**src/rtl/eth_rx_parser.sv**
```systemverilog
// eth_rx_parser: receive-side Ethernet frame parser.
// Takes bytes from the MII receive stage (preamble included), hunts for the
// SFD, filters on destination MAC, captures source MAC and EtherType, and
// streams the payload with the trailing 4-byte FCS stripped.
// Optional feature: define ETH_RX_CRC_CHECK_EN to check the FCS (CRC-32)
// before issuing frame_ok; without it, every well-formed frame is accepted.
//
// Handshake: there is no backpressure. A byte is consumed on every rising
// clk edge where rx_valid_i is high; rx_last_i only counts on those edges.
// stb is a one-cycle strobe qualifying stream_o/sof_o/eof_o; frame_ok and
// frame_err are one-cycle verdict pulses, never high together.
module eth_rx_parser #(
    parameter int ACCEPT_BCAST = 1,
    parameter int MAX_FRAME    = 1518
) (
    input  logic        clk,
    input  logic        rst,
    input  logic [7:0]  rx_data_i,
    input  logic        rx_valid_i,
    input  logic        rx_last_i,
    input  logic [47:0] local_mac_i,
    output logic [7:0]  stream_o,
    output logic        stb,
    output logic        sof_o,
    output logic        eof_o,
    output logic [15:0] type_o,
    output logic [47:0] mac_o,
    output logic        frame_ok,
    output logic        frame_err,
    output logic        busy,
    output logic [2:0]  dbg_state
);

    typedef enum logic [2:0] {
        IDLE    = 3'd0,
        PRE     = 3'd1,
        DST     = 3'd2,
        SRC     = 3'd3,
        TYPE    = 3'd4,
        PAYLOAD = 3'd5,
        DROP    = 3'd6
    } state_t;

    state_t      state;
    logic [2:0]  idx;        // byte index within DST / SRC / TYPE fields
    logic [10:0] cnt;        // bytes since the first DST byte, saturating
    logic        match_loc;  // all DST bytes so far equal local_mac_i
    logic        match_bc;   // all DST bytes so far equal 0xFF
    logic [31:0] dly;        // 4-byte delay line, oldest byte in [31:24]
    logic [2:0]  fill;       // occupied delay-line slots, 0..4
    logic        sof_pend;   // next emitted byte is the first of the frame

    logic [10:0] cnt_next;
    logic        oversize;
    logic        byte_loc_hit;
    logic        byte_bc_hit;
    logic        dst_accept;
    logic        crc_ok;

    function automatic logic [7:0] mac_byte(input logic [47:0] mac, input logic [2:0] i);
        case (i)
            3'd0:    return mac[47:40];
            3'd1:    return mac[39:32];
            3'd2:    return mac[31:24];
            3'd3:    return mac[23:16];
            3'd4:    return mac[15:8];
            default: return mac[7:0];
        endcase
    endfunction

    assign dbg_state    = state;
    assign cnt_next     = (cnt == 11'h7FF) ? cnt : cnt + 11'd1;
    assign oversize     = {21'd0, cnt_next} > 32'(MAX_FRAME);
    assign byte_loc_hit = rx_data_i == mac_byte(local_mac_i, idx);
    assign byte_bc_hit  = rx_data_i == 8'hFF;
    assign dst_accept   = (match_loc && byte_loc_hit) ||
                          ((ACCEPT_BCAST != 0) && match_bc && byte_bc_hit);

`ifdef ETH_RX_CRC_CHECK_EN
    logic [31:0] crc;
    logic [31:0] crc_next;

    function automatic logic [31:0] crc32_step(input logic [31:0] c_in, input logic [7:0] b);
        logic [31:0] c;
        c = c_in ^ {24'd0, b};
        for (int k = 0; k < 8; k++) begin
            c = c[0] ? ((c >> 1) ^ 32'hEDB88320) : (c >> 1);
        end
        return c;
    endfunction

    assign crc_next = crc32_step(crc, rx_data_i);
    // Running over data plus FCS leaves the fixed CRC-32 residue.
    assign crc_ok   = crc_next == 32'hDEBB20E3;

    // CRC register: seeded at the SFD, accumulates every byte DST..FCS.
    always_ff @(posedge clk or posedge rst) begin
        if (rst) begin
            crc <= 32'd0;
        end else if (rx_valid_i) begin
            if ((state == IDLE || state == PRE) && rx_data_i == 8'hD5) begin
                crc <= 32'hFFFFFFFF;
            end else if (state == DST || state == SRC || state == TYPE || state == PAYLOAD) begin
                crc <= crc_next;
            end
        end
    end
`else
    assign crc_ok = 1'b1;
`endif

    // Main FSM with registered outputs; everything advances on valid bytes only.
    always_ff @(posedge clk or posedge rst) begin
        if (rst) begin
            state     <= IDLE;
            idx       <= 3'd0;
            cnt       <= 11'd0;
            match_loc <= 1'b0;
            match_bc  <= 1'b0;
            dly       <= 32'd0;
            fill      <= 3'd0;
            sof_pend  <= 1'b0;
            stream_o  <= 8'd0;
            stb       <= 1'b0;
            sof_o     <= 1'b0;
            eof_o     <= 1'b0;
            type_o    <= 16'd0;
            mac_o     <= 48'd0;
            frame_ok  <= 1'b0;
            frame_err <= 1'b0;
            busy      <= 1'b0;
        end else begin
            stb       <= 1'b0;
            sof_o     <= 1'b0;
            eof_o     <= 1'b0;
            frame_ok  <= 1'b0;
            frame_err <= 1'b0;
            if (rx_valid_i) begin
                // Every non-last byte leaves the FSM outside IDLE, a last byte returns it there.
                busy <= ~rx_last_i;
                case (state)
                    IDLE, PRE: begin
                        if (rx_data_i == 8'h55) begin
                            state <= PRE;
                        end else if (rx_data_i == 8'hD5) begin
                            state     <= DST;
                            idx       <= 3'd0;
                            cnt       <= 11'd0;
                            match_loc <= 1'b1;
                            match_bc  <= 1'b1;
                        end else begin
                            state <= DROP;
                        end
                    end
                    DST: begin
                        cnt       <= cnt_next;
                        match_loc <= match_loc & byte_loc_hit;
                        match_bc  <= match_bc & byte_bc_hit;
                        frame_err <= rx_last_i | oversize;
                        if (idx == 3'd5) begin
                            idx   <= 3'd0;
                            state <= dst_accept ? SRC : DROP;
                        end else begin
                            idx <= idx + 3'd1;
                        end
                        if (oversize) state <= DROP;
                    end
                    SRC: begin
                        cnt       <= cnt_next;
                        mac_o     <= {mac_o[39:0], rx_data_i};
                        frame_err <= rx_last_i | oversize;
                        if (idx == 3'd5) begin
                            idx   <= 3'd0;
                            state <= TYPE;
                        end else begin
                            idx <= idx + 3'd1;
                        end
                        if (oversize) state <= DROP;
                    end
                    TYPE: begin
                        cnt       <= cnt_next;
                        type_o    <= {type_o[7:0], rx_data_i};
                        frame_err <= rx_last_i | oversize;
                        if (idx == 3'd1) begin
                            idx      <= 3'd0;
                            state    <= PAYLOAD;
                            fill     <= 3'd0;
                            sof_pend <= 1'b1;
                        end else begin
                            idx <= idx + 3'd1;
                        end
                        if (oversize) state <= DROP;
                    end
                    PAYLOAD: begin
                        cnt <= cnt_next;
                        if (oversize) begin
                            // Oversize frames end here: error now, no eof_o ever.
                            frame_err <= 1'b1;
                            state     <= DROP;
                        end else begin
                            dly <= {dly[23:0], rx_data_i};
                            if (fill != 3'd4) fill <= fill + 3'd1;
                            if (fill == 3'd4) begin
                                stream_o <= dly[31:24];
                                stb      <= 1'b1;
                                sof_o    <= sof_pend;
                                eof_o    <= rx_last_i;
                                sof_pend <= 1'b0;
                            end
                            if (rx_last_i) begin
                                // Four or fewer payload bytes is FCS only: nothing delivered.
                                frame_ok  <= (fill == 3'd4) && crc_ok;
                                frame_err <= !((fill == 3'd4) && crc_ok);
                            end
                        end
                    end
                    DROP: begin
                        cnt <= cnt_next;
                    end
                    default: begin
                        state <= DROP;
                    end
                endcase
                if (rx_last_i) state <= IDLE;
            end
        end
    end

endmodule

```
**config.mk**
```make
export PLATFORM = sky130hd
export DESIGN_NAME = eth_rx_parser
export DESIGN_NICKNAME = d
export VERILOG_FILES = /design/src/rtl/eth_rx_parser.sv
export SDC_FILE = /design/constraint.sdc
export NUM_CORES = 1
export LEC_CHECK = 0
export BUFFER_PORTS_ARGS = -buffer_cell sky130_fd_sc_hd__buf_2
export CORE_ASPECT_RATIO = 0.9
export CORE_MARGIN = 5
export CORE_UTILIZATION = 45
export CTS_CLUSTER_DIAMETER = 60
export DETAILED_ROUTE_END_ITERATION = 7
export PLACE_DENSITY = 0.68
export SLEW_MARGIN = 30
export SYNTH_ARGS = -nofsm -noshare
export SYNTH_HDL_FRONTEND = slang
export SYNTH_SLANG_ARGS = --single-unit
```
**constraint.sdc**
```tcl
create_clock -name clk -period 9.2 [get_ports clk]
set_input_delay 0.92 -clock clk [delete_from_list [all_inputs] [get_ports clk]]
set_output_delay 0.92 -clock clk [all_outputs]
set_load 0.1 [all_outputs]
```
### Word level (Yosys, flattened, before mapping)

Cells that the tools add are included.
Widths: inputs -> output; s select.

* register bits after elaboration: 133
* bits in latches: 0
* bits in writable memories: 0
* memory bits (read-only): 0
* input bits: 60
* output and inout bits: 81
* word-level logic and storage cells: 133
* memories: 0

* $add $sub $neg: 3
* multipliers: 0
* div/mod/pow operators: 0
* order comparisons: 1
* equal/unequal tests: 29
* shift-type cells: 0
* muxes and demuxes: 54
* bitwise logic cells: 5
* reductions and logical operators: 24

Operator list (number)
* $mux 3: 18
* $pmux 8 s5: 1
* $mux 11: 3
* $mux 1: 24
* $pmux 11 s2: 1
* $eq 3x3->1 const B: 6
* $pmux 3 s6: 1
* $eq 8x8->1 const B: 2
* $reduce_and 4->1: 4
* $ne 2x2->1 const B: 7
* $eq 3x2->1 const B: 4
* $ne 4x4->1 const B: 3
* $add 11x1->11 const B: 1
* $eq 11x11->1 const B: 1
* $gt 11x11->1 const B: 1
* $reduce_and 5->1: 2
* $pmux 3 s3: 1
* $eq 8x7->1 const B: 1
* $eq 8x8->1: 1
* $pmux 1 s2: 4
* $add 3x1->3 const B: 2
* $eq 3x1->1 const B: 2
* $logic_not 3->1: 2
* $ne 3x3->1 const B: 2
* 15 further kinds: 22

### Logic depth before layout (Yosys ltp)

Gate-level depths: netlist of run 1.

* word-level depth: 10
* depth in mapped cells: 12
* depth with buffers taken out: 9

### Least setup slack after synthesis of run 1

No wires, ideal clock.

* path type: reg2reg
* start point: register idx[0]
* end point: register state[0] (netlist: dbg_state[0])
* setup time: 0.083 ns
* arrival time: 2.854 ns
* slack: 6.264 ns
* cell stages (with the launch flop): 13
* path buffers: 3
* period minus slack after synthesis: 2.936 ns
* cell sequence: dfrtp_1 > buf_2 > clkbuf_1 > and2_1 > ha_1 > clkbuf_1 > a22oi_1 > o211ai_1 > mux2_2 > a311o_1 > nor4_1 > a221oi_1 > o21ai_0

* longest elaborated chain between the ends: 10

RTL lines
* start: declaration: RTL line 45 `logic [2:0] idx;`
* start signal: assignment: RTL line 164 `idx <= idx + 3'd1;`
* start signal: assignment: RTL line 176 `idx <= idx + 3'd1;`
* start signal: assignment: RTL line 190 `idx <= idx + 3'd1;`
* $eq 3x3->1 (tied with other cells): RTL line 61 `case (i)`
* $pmux 8 s5: RTL line 61
* $eq 8x8->1: RTL line 74 `assign byte_loc_hit = rx_data_i == mac_byte(local_mac_i, idx);`
* $logic_and 1x1->1: RTL line 76 `assign dst_accept = (match_loc && byte_loc_hit) ||`
* $logic_or 1x1->1: RTL line 76
* $mux 3: RTL line 162 `state <= dst_accept ? SRC : DROP;`
* $mux 3: RTL line 160 `if (idx == 3'd5) begin`
* $mux 3: RTL line 166 `if (oversize) state <= DROP;`
* $pmux 3 s6: RTL line 141 `case (state)`
* $mux 3: RTL line 224 `if (rx_last_i) state <= IDLE;`
* end signal: assignment: RTL line 162
* end: declaration: RTL line 44 `state_t state;`

Parallel ways exist; a longest one is shown, timed or not. The select of a mux whose other input is x is not followed.
A chain may end at the register's enable or synchronous reset.

### Worst setup path in the final report of run 1

* start point: register cnt[0]
* end point: register stream_o[7]

* longest elaborated chain between the ends: 5

RTL lines
* start: declaration: RTL line 46 `logic [10:0] cnt;`
* start signal: assignment: RTL line 156 `cnt <= cnt_next;`
* start signal: assignment: RTL line 169 `cnt <= cnt_next;`
* start signal: assignment: RTL line 181 `cnt <= cnt_next;`
* $add 11x1->11 or $eq 11x11->1 (tied branches): RTL line 72 `assign cnt_next = (cnt == 11'h7FF) ? cnt : cnt + 11'd1;`
* $mux 11 (*): RTL line 72
* $gt 11x11->1 (*): RTL line 73 `assign oversize = {21'd0, cnt_next} > 32'(MAX_FRAME);`
* $not 1->1 (no line) (*)
* $reduce_and 4->1 (no line) (*)
* end signal: assignment: RTL line 204 `stream_o <= dly[31:24];`
* end: declaration: RTL line 22 `output logic [7:0] stream_o,`

Every way passes the cells marked *; elsewhere a longest branch is shown, timed or not.

==> flow_metrics.tcl, run 1 <==
set metrics [dict create \
    powerDensity_mw_per_mm2 300 \
    synth-compound-area-share_pct 10.6 \
    hold_viol_final 0 \
    synth-seq-area-share_pct 53.1 \
    worst_pin_slew_ns 0.763 \
    relSlewSlack_pct 49.1 \
    yosys.area.top_type "dfrtp_1" \
    setup_violations 0 \
    globalplace.congestion 0.871 \
    cts_tree "done" \
    synthSimpleGateAreaFrac_pct 10.1 \
    power_mw 2.28 \
    grt_pass1_vias 4719 \
    grt_util_all_layers_pct 18.7 \
    portBuffers 140 \
    drive_gt1_share_pct 43.5 \
    cts_hold_buffers 0 \
    synth_top_family_by_area "multiplexers" \
    viasPerCell 5.55 \
    synth_cells 523 \
    antenna_found_initial 0 \
    p_leak_nw 3.86 \
    multi_input_area_mm2 0.00271 \
    cp.arrival_ns 3.69 \
    cp_data_required_time_ns 9.49 \
    clockBufferDepth 2 \
    drv_cap 0 \
    fin_crit_sh_pct 37.0 \
    slew_viol_final 0 \
    fin_nets 716 \
    clkLatencyLatePin_ns 0.41 \
    synth-edff-count 0 \
    fp.dieW_um 134 \
    ys_ff_latch 132 \
    synth_ff_type "dfrtp_1" \
    synthAdderAreaFrac_pct 0.804 \
    rsz0062_at_grt "no" \
    fin_tns_setup_ns 0 \
    firstDrtPassIters 5 \
    wl_met1_um 6380 \
    synthMuxAreaShare_pct 21.1 \
    worstSetupEndpointType "register" \
    netlist_top_cells_area "dfrtp_1 (53%), mux2_2 (18%), nand2_1 (2.2%)" \
    crit_type "register to register" \
    gr-total-overflow 0 \
    start_util_pct 46.2 \
    cts.htree.levels 4 \
    drt_iter0_drc 294 \
    io_pins 141 \
    highest_layer "met4" \
    grt_pass1_wl_um 24200 \
    antenna_left 0 \
    synth_top_area_share_pct 53.1 \
    async_reset_ff_share_pct 100 \
    avgSynthCellArea_um2 11.9 \
    cts_made_buffers 17 \
    numClockSinks 132 \
    areaGrowthSynthToFinish_pct 22.0 \
    fmax_mhz 294 \
    vias 4620 \
    status "finished clean" \
    synthDistinctLibCells 65 \
    clkTransAtPathRegs_ns 0.06 \
    synth_nets 587 \
    synthXorXnorAreaFrac_pct 0.844 \
    grt_max_degree 72 \
    die_area_mm2 0.0163 \
    ys_warn_count 0 \
    cp_max_fo 35 \
    drc 0 \
    filler_cell_count 1164 \
    final-seq-area_mm2 0.00330 \
    finalClockSkew_ns 0.00507 \
    final.min_clock_period_ns 3.40 \
    cp-start-kind "register" \
    ir_drop_v 0.000245 \
    core_mm2 0.0135 \
    hpwl_um 10800 \
    wl_per_cell_um 17.6 \
    wl_um 14600 \
    diodes 0 \
    postCtsSetupBuffers 0 \
    routed-wl-met3_um 942 \
    cts-root-buf "clkbuf_16" \
    hp-class "register to register" \
    met2_length_um 7110 \
    cts_resized 0 \
    rows 40 \
    dieHeight_um 122 \
    syn_area_mm2 0.00622 \
]
==> per-stage QoR <==
| stage | util (%) | hold slack, ns | cell area [µm²] | worst slack (ns) | std cells |
|---|---|---|---|---|---|
| final | 56.4 | 0.489 | 7600 | 5.80 | 833 |
| after global routing | 56.4 | 0.514 | 7600 | 5.56 | 833 |
| after CTS | 56.4 | 0.493 | 7590 | 5.81 | 833 |
| after detailed placement | 52.1 | 0.470 | 7010 | 5.83 | 801 |
| after global placement | 52.1 | 0.467 | 7010 | 5.94 | 801 |
| after floorplan | - | 0.446 | 6220 | 4.75 | 523 |
==> kinds of logic (layout without fill, tap and decap cells) <==
family          count (synthesis)  count (layout)
compound gates                 99              99
flops                         132             132
simple gates                  117             117
mux                           115             115
buf+inv                        50             192
xor+xnor                        6               6
fa+ha+maj                       4               4
==> sequential cells by signal, indices dropped and copies added, names as in the netlist, 3 cells and up <==
name / count
mac_o: 48
dly: 32
type_o: 16
cnt: 11
stream_o: 8
dbg_state: 3
fill: 3
idx: 3
==> path summary, 6_finish.rpt <==
| kind | start | to | slack, ns | cells after the start |
|---|---|---|---|---|
| setup / recovery | cnt[0] | stream_o[7] | 5.80 | 9 |
| max in group asynchronous | rst | cnt[0] | 7.41 | 3 |
| hold reg to reg | dly[1] | dly[1] | 0.49 | 2 |
| min in group asynchronous | rst | stream_o[0] | 0.60 | 2 |
| hold / removal | dly[1] | dly[1] | 0.49 | 2 |
| setup reg to reg | cnt[0] | stream_o[7] | 5.80 | 9 |
==> synth_stat cells, types with 3 or more instances <==
master / number
ha_1: 4
a22oi_1: 3
nor2_1: 16
buf_1: 4
nor4_1: 5
inv_1: 16
mux2i_1: 10
nand4_1: 5
xor2_1: 3
a221oi_1: 5
a21oi_1: 21
buf_2: 5
a31oi_1: 7
nor2b_1: 6
o31ai_1: 7
nand3b_1: 4
mux2_4: 8
dfrtp_1: 132
nor3_1: 7
nand3_1: 7
xnor2_1: 3
a22o_1: 4
o22ai_1: 3
nor3b_1: 3
nand2_1: 36
clkbuf_1: 19
o21ai_0: 25
nand2b_1: 3
o22a_1: 4
and2_1: 8
mux2_2: 97
buf_4: 5
==> metal layers <==
| layer | vias up | global-route usage (%) |
|---|---|---|
| li1 | 2165 | - |
| met3 | 23 | 5.20 |
| met1 | 2275 | 24.2 |
| met5 | - | 0 |
| met2 | 157 | 30.6 |
| met4 | 0 | 5.85 |
==> layout make-up <==
class | instances | area share [%]
clock buffers | 22 | 6.37
clock inverters | 10 | 1.27
inverters | 16 | 0.857
multi-input cells | 341 | 35.6
flip-flops and latches | 132 | 43.5
well taps | 168 | 2.77
repair buffers | 144 | 9.62
==> placed cells by master, fill, tap and decap left out, types with 5 or more instances in the layout <==
master     netlist  routed
mux2_2          97      97
buf_2            5     140
nand3_1          7       6
mux2_4           8       8
inv_1           16      15
mux2i_1         10      10
a31oi_1          7       7
nand4_1          5       5
dfrtp_1        132     132
nor2b_1          6       6
o31ai_1          7       7
a221oi_1         5       5
nand2_1         36      36
nor2_1          16      16
a21oi_1         21      21
clkbuf_16        0      17
and2_1           8       8
o21ai_0         25      25
nor3_1           7       7
nor4_1           5       5
==> critical path, cell delays in order (launching register included) <==
cell,delay [ns]
dfrtp_1,0.41
ha_1,0.25
and4_1,0.32
nand2_1,0.23
a2111o_1,0.44
a21oi_2,0.48
or3b_1,0.20
buf_4,0.36
nor2_2,0.24
mux2_4,0.34
==> power by group <==
group / switching [mW] / total [mW] / internal, mW
registers: 0.103 / 0.786 / 0.683
clock network: 0.245 / 0.647 / 0.402
logic: 0.624 / 0.847 / 0.223
Note: power is estimated with default switching activity, not from simulation.
==> run 2: changes to the inputs <==
clock period = 3.42 ns   (was 9.2 ns; I/O delays follow)
==> flow_metrics.tcl, run 2 (same netlist as run 1, synthesis figures left out) <==
set metrics [dict create \
    regMostFlops "mac_o" \
    slew_viol_final 0 \
    reg_top3 "mac_o x48, dly x32, type_o x16" \
    powerDensity_mw_per_mm2 809 \
    hp-class "primary input to async pin" \
    cts_tree "done" \
    fmax_mhz 340 \
    viasPerCell 5.57 \
    status "finished clean" \
    sequentialPowerShare_pct 32.9 \
    dieHeight_um 122 \
    fin_tns_setup_ns 0 \
    cts_hold_buffers 0 \
    final_cell_mix "buf_2 (140), dfrtp_1 (132), mux2_2 (97)" \
    cp_data_required_time_ns 3.75 \
    fp.dieW_um 134 \
    rr_endpoint "dbg_state[0]" \
    setup_violations 0 \
    final.min_clock_period_ns 2.94 \
    rr_startpoint "idx[2]" \
    relSlewSlack_pct 55.6 \
    die_area_mm2 0.0163 \
    finalClockSkew_ns 0.00909 \
    p_sw_mw 2.67 \
    cp_max_fo 12 \
    fin_crit_sh_pct 86.0 \
    worst_pin_slew_ns 0.666 \
    combPwrFrac_pct 38.5 \
    p_int_mw 3.54 \
    ir_drop_v 0.000805 \
    antenna_found_initial 0 \
    drv_cap 0 \
    hold_viol_final 0 \
    wl_um 14600 \
    drt_iter0_drc 256 \
    largest_reg_flops 48 \
    gr-total-overflow 0 \
    power_frac_clock_pct 28.5 \
    antenna_left 0 \
    clkTransAtPathRegs_ns 0.06 \
    portBuffers 140 \
    dpl-instance-area_mm2 0.00708 \
    postCtsSetupBuffers 0 \
    vias 4680 \
    hpwl_um 10400 \
    grt_pass1_wl_um 24700 \
    cp.arrival_ns 3.27 \
    swShare_pct 43.0 \
    fin_nets 723 \
    cts_made_buffers 17 \
    core_mm2 0.0135 \
    design_area_mm2 0.00767 \
    worstSetupEndpointType "register" \
    r2r_cells 9 \
    clkLatencyLatePin_ns 0.42 \
    numClockSinks 132 \
    cts-root-buf "clkbuf_16" \
    drc 0 \
    cp-start-kind "register" \
    rows 40 \
    firstDrtPassIters 4 \
    cts_resized 0 \
    crit_type "register to register" \
    drive_gt1_share_pct 44.3 \
    wl_per_cell_um 17.3 \
    final_common_cell "buf_2" \
    grt_util_all_layers_pct 19.1 \
    rsz0062_at_grt "no" \
    regToRegSetupSlack_ns 0.48 \
    cts.htree.levels 4 \
    p_leak_nw 3.91 \
    io_pins 141 \
    power_mw 6.20 \
    grt_max_degree 133 \
    grt_pass1_vias 4809 \
    start_util_pct 46.2 \
    clockBufferDepth 2 \
    areaGrowthSynthToFinish_pct 23.2 \
    diodes 0 \
    globalplace.congestion 0.891 \
]
## run 2: cell count changes in the layout (fill, tap and decap cells not counted), sizes merged
cell / previous run / this run
clkinv: 2 / 6
buf: 144 / 151
clkinvlp: 4 / 2
clkbuf: 22 / 20
## run 2: worst max path at each step
stage	startpoint	to	slack, ns	cells after the start
finish	idx[2]	dbg_state[0]	0.48	9
global route	idx[2]	dbg_state[0]	0.26	9
CTS	idx[2]	dbg_state[0]	0.52	9
detailed placement	idx[2]	dbg_state[0]	0.54	9
global placement	idx[2]	dbg_state[2]	0.64	9
floorplan	idx[0]	dbg_state[0]	0.48	12
## run 2: area by class of cell
type	instances	area, µm²
Clock inverter	12	120
Timing Repair Buffer	151	796
Clock buffer	20	467
Tap cell	168	210
Fill cell	1111	5790
Inverter	16	63.8
Sequential cell	132	3300
Multi-Input combinational cell	341	2710
## run 2: critical path, stage by stage, from the launching register on
cell and delay [ns]:
dfrtp_1 0.38, inv_1 0.14, ha_1 0.45, a22oi_1 0.16, o211ai_1 0.15, mux2_2 0.36
a311o_1 0.26, nor4_1 0.56, a221oi_1 0.20, o21ai_0 0.21
## run 2: power by group through the flow
stage	clock, mW	combinational [mW]	sequential (mW)
6_report	1.77	2.39	2.04
5_1_grt	1.89	2.55	2.09
4_1_cts	1.81	2.40	2.05
3_5_place_dp	0	2.39	2.07
3_3_place_gp	0	2.35	2.05
2_1_floorplan	0	0.885	3.08
## run 2: per-layer routing
metal  wire, µm  track usage, %  vias to the layer above  part of all wire (%)
met5          0               0                        -                     0
met4        306            7.58                        0                   2.1
met3        903            4.79                       27                   6.2
met2       6910            30.5                      173                    47
met1       6440            25.2                     2298                    44
li1           -               -                     2182                     -
## run 2: metrics by stage
step / util, % / worst slack, ns / hold WS, ns / instances
CTS: 57.0 / 0.521 / 0.171 / 840
detailed placement: 52.6 / 0.540 / 0.488 / 808
global placement: 52.6 / 0.635 / 0.466 / 808
global route: 57.0 / 0.265 / 0.198 / 840
floorplan: - / 0.484 / 0.446 / 523
finish: 57.0 / 0.480 / 0.134 / 840
==> run 3: changes to the inputs <==
CTS_CLUSTER_SIZE = 12   (was unset)
clock period = 3 ns   (was 3.42 ns; I/O delays follow)
==> flow_metrics.tcl, run 3 (same netlist as run 1, synthesis figures left out) <==
set metrics [dict create \
    hpwl_um 10500 \
    crit_type "register to register" \
    portBuffers 140 \
    die_area_mm2 0.0163 \
    hold-worst-slack_ns 0.218 \
    final_common_cell "buf_2" \
    start_util_pct 46.2 \
    regMostFlops "mac_o" \
    antenna_left 0 \
    rows 40 \
    cts_made_buffers 17 \
    globalplace.congestion 0.892 \
    powerDensity_mw_per_mm2 934 \
    dpl-instance-area_mm2 0.00712 \
    io_pins 141 \
    clockBufferDepth 2 \
    min_path_cells 2 \
    wl_per_cell_um 17.2 \
    cp_max_fo 11 \
    core_mm2 0.0135 \
    firstDrtPassIters 5 \
    cpMostUsedCell "nand2_1" \
    reg_top3 "mac_o x48, dly x32, type_o x16" \
    drc 0 \
    final_cell_mix "buf_2 (140), dfrtp_1 (132), mux2_2 (97)" \
    areaGrowthSynthToFinish_pct 24.6 \
    cp_data_required_time_ns 3.30 \
    rsz0062_at_grt "no" \
    cpPeakStageDelay_ns 0.45 \
    clkTransAtPathRegs_ns 0.06 \
    p_leak_nw 3.95 \
    crit_buf_inv 1 \
    grt_pass1_vias 4773 \
    postCtsSetupBuffers 0 \
    wl_um 14600 \
    finalClockSkew_ns 0.00816 \
    r2r_cells 10 \
    cts_tree "done" \
    fin_util_pct 57.6 \
    power_mw 7.24 \
    numClockSinks 132 \
    worst_pin_slew_ns 0.597 \
    status "finished clean" \
    hp-class "primary input to register" \
    viasPerCell 5.52 \
    cts-root-buf "clkbuf_16" \
    cp_top_family "simple AND/OR/NAND/NOR gates" \
    relSlewSlack_pct 60.0 \
    worstPathCellList "ha_1 -> and4_1 -> nand2_1 -> nand2_1 -> mux2i_1 -> a21oi_2 -> or3b_1 -> nor2_2 -> buf_4 -> mux2_2" \
    ir_drop_v 0.000791 \
    largest_reg_flops 48 \
    grt_max_degree 77 \
    design_area_mm2 0.00776 \
    diodes 0 \
    drv_cap 0 \
    setup_violations 0 \
    antenna_found_initial 0 \
    fin_crit_sh_pct 90.2 \
    vias 4660 \
    cp.arrival_ns 3.00 \
    worstSetupEndpointType "register" \
    dieHeight_um 122 \
    fp.dieW_um 134 \
    crit_cells 10 \
    clkLatencyLatePin_ns 0.42 \
    cp-start-kind "register" \
    cp_slowest_cell "or3b_1" \
    grt_pass1_wl_um 24300 \
    slew_viol_final 0 \
    final.min_clock_period_ns 2.71 \
    fin_tns_setup_ns 0 \
    grt_util_all_layers_pct 18.8 \
    filler_cell_count 1122 \
    hold_viol_final 0 \
    fin_nets 727 \
    cts.htree.levels 4 \
    drt_iter0_drc 315 \
    fmax_mhz 369 \
    gr-total-overflow 0 \
    drive_gt1_share_pct 44.4 \
]
==> run 3: changes by cell type in the layout (fill, tap and decap cells not counted) <==
| cell | change |
|---|---|
| buf_12 | +1 |
| buf_4 | +2 |
| bufinv_16 | +3 |
| clkbuf_1 | +1 |
| clkbuf_8 | -3 |
| clkinv_4 | -1 |
| dlygate4sd3_1 | +1 |
==> run 3: timing repair <==
item,in CTS,in global routing
endpoints found under the hold margin,16,0
resized for setup,0,0
hold buffers,1,0
==> run 3: final timing paths <==
path	startpoint	end	slack [ns]
max	cnt[0]	stream_o[4]	0.29
min	rx_valid_i	busy	0.22
max reg2reg	cnt[0]	stream_o[4]	0.29
min reg2reg	dly[1]	dly[1]	0.48
max in group asynchronous	rst	type_o[14]	1.75
min in group asynchronous	rst	mac_o[44]	0.43
==> run 3: area by class of cell <==
cell class,instances,area (µm²),area share [%]
Sequential cell,132,3300,42.6
Multi-Input combinational cell,341,2710,34.9
Timing Repair Buffer,155,841,10.8
Clock buffer,18,429,5.53
Tap cell,168,210,2.71
Clock inverter,14,201,2.60
Inverter,16,63.8,0.823
==> run 3: routing by layer <==
| metal | global-route usage [%] | up-vias | share of wire [%] |
|---|---|---|---|
| met5 | 0 | - | 0 |
| met4 | 6.68 | 0 | 1.8 |
| met3 | 5.24 | 24 | 7.2 |
| met2 | 30.6 | 178 | 48 |
| met1 | 24.2 | 2279 | 43 |
| li1 | - | 2179 | - |
==> run 3: report_power, final <==
part | internal (mW) | leakage [nW] | total, mW | switching, mW
combinational | 0.721 | 1.87 | 2.72 | 2.00
clock | 1.40 | 0.307 | 2.20 | 0.794
sequential | 2.10 | 1.78 | 2.32 | 0.227
total | 4.22 | 3.95 | 7.24 | 3.02
==> run 3: per-stage QoR <==
step | worst slack, ns | instances
3_5_place_dp | 0.333 | 811
6_report | 0.294 | 844
4_1_cts | 0.311 | 844
3_3_place_gp | 0.384 | 811
5_1_grt | 0.123 | 844
2_1_floorplan | 0.0636 | 523
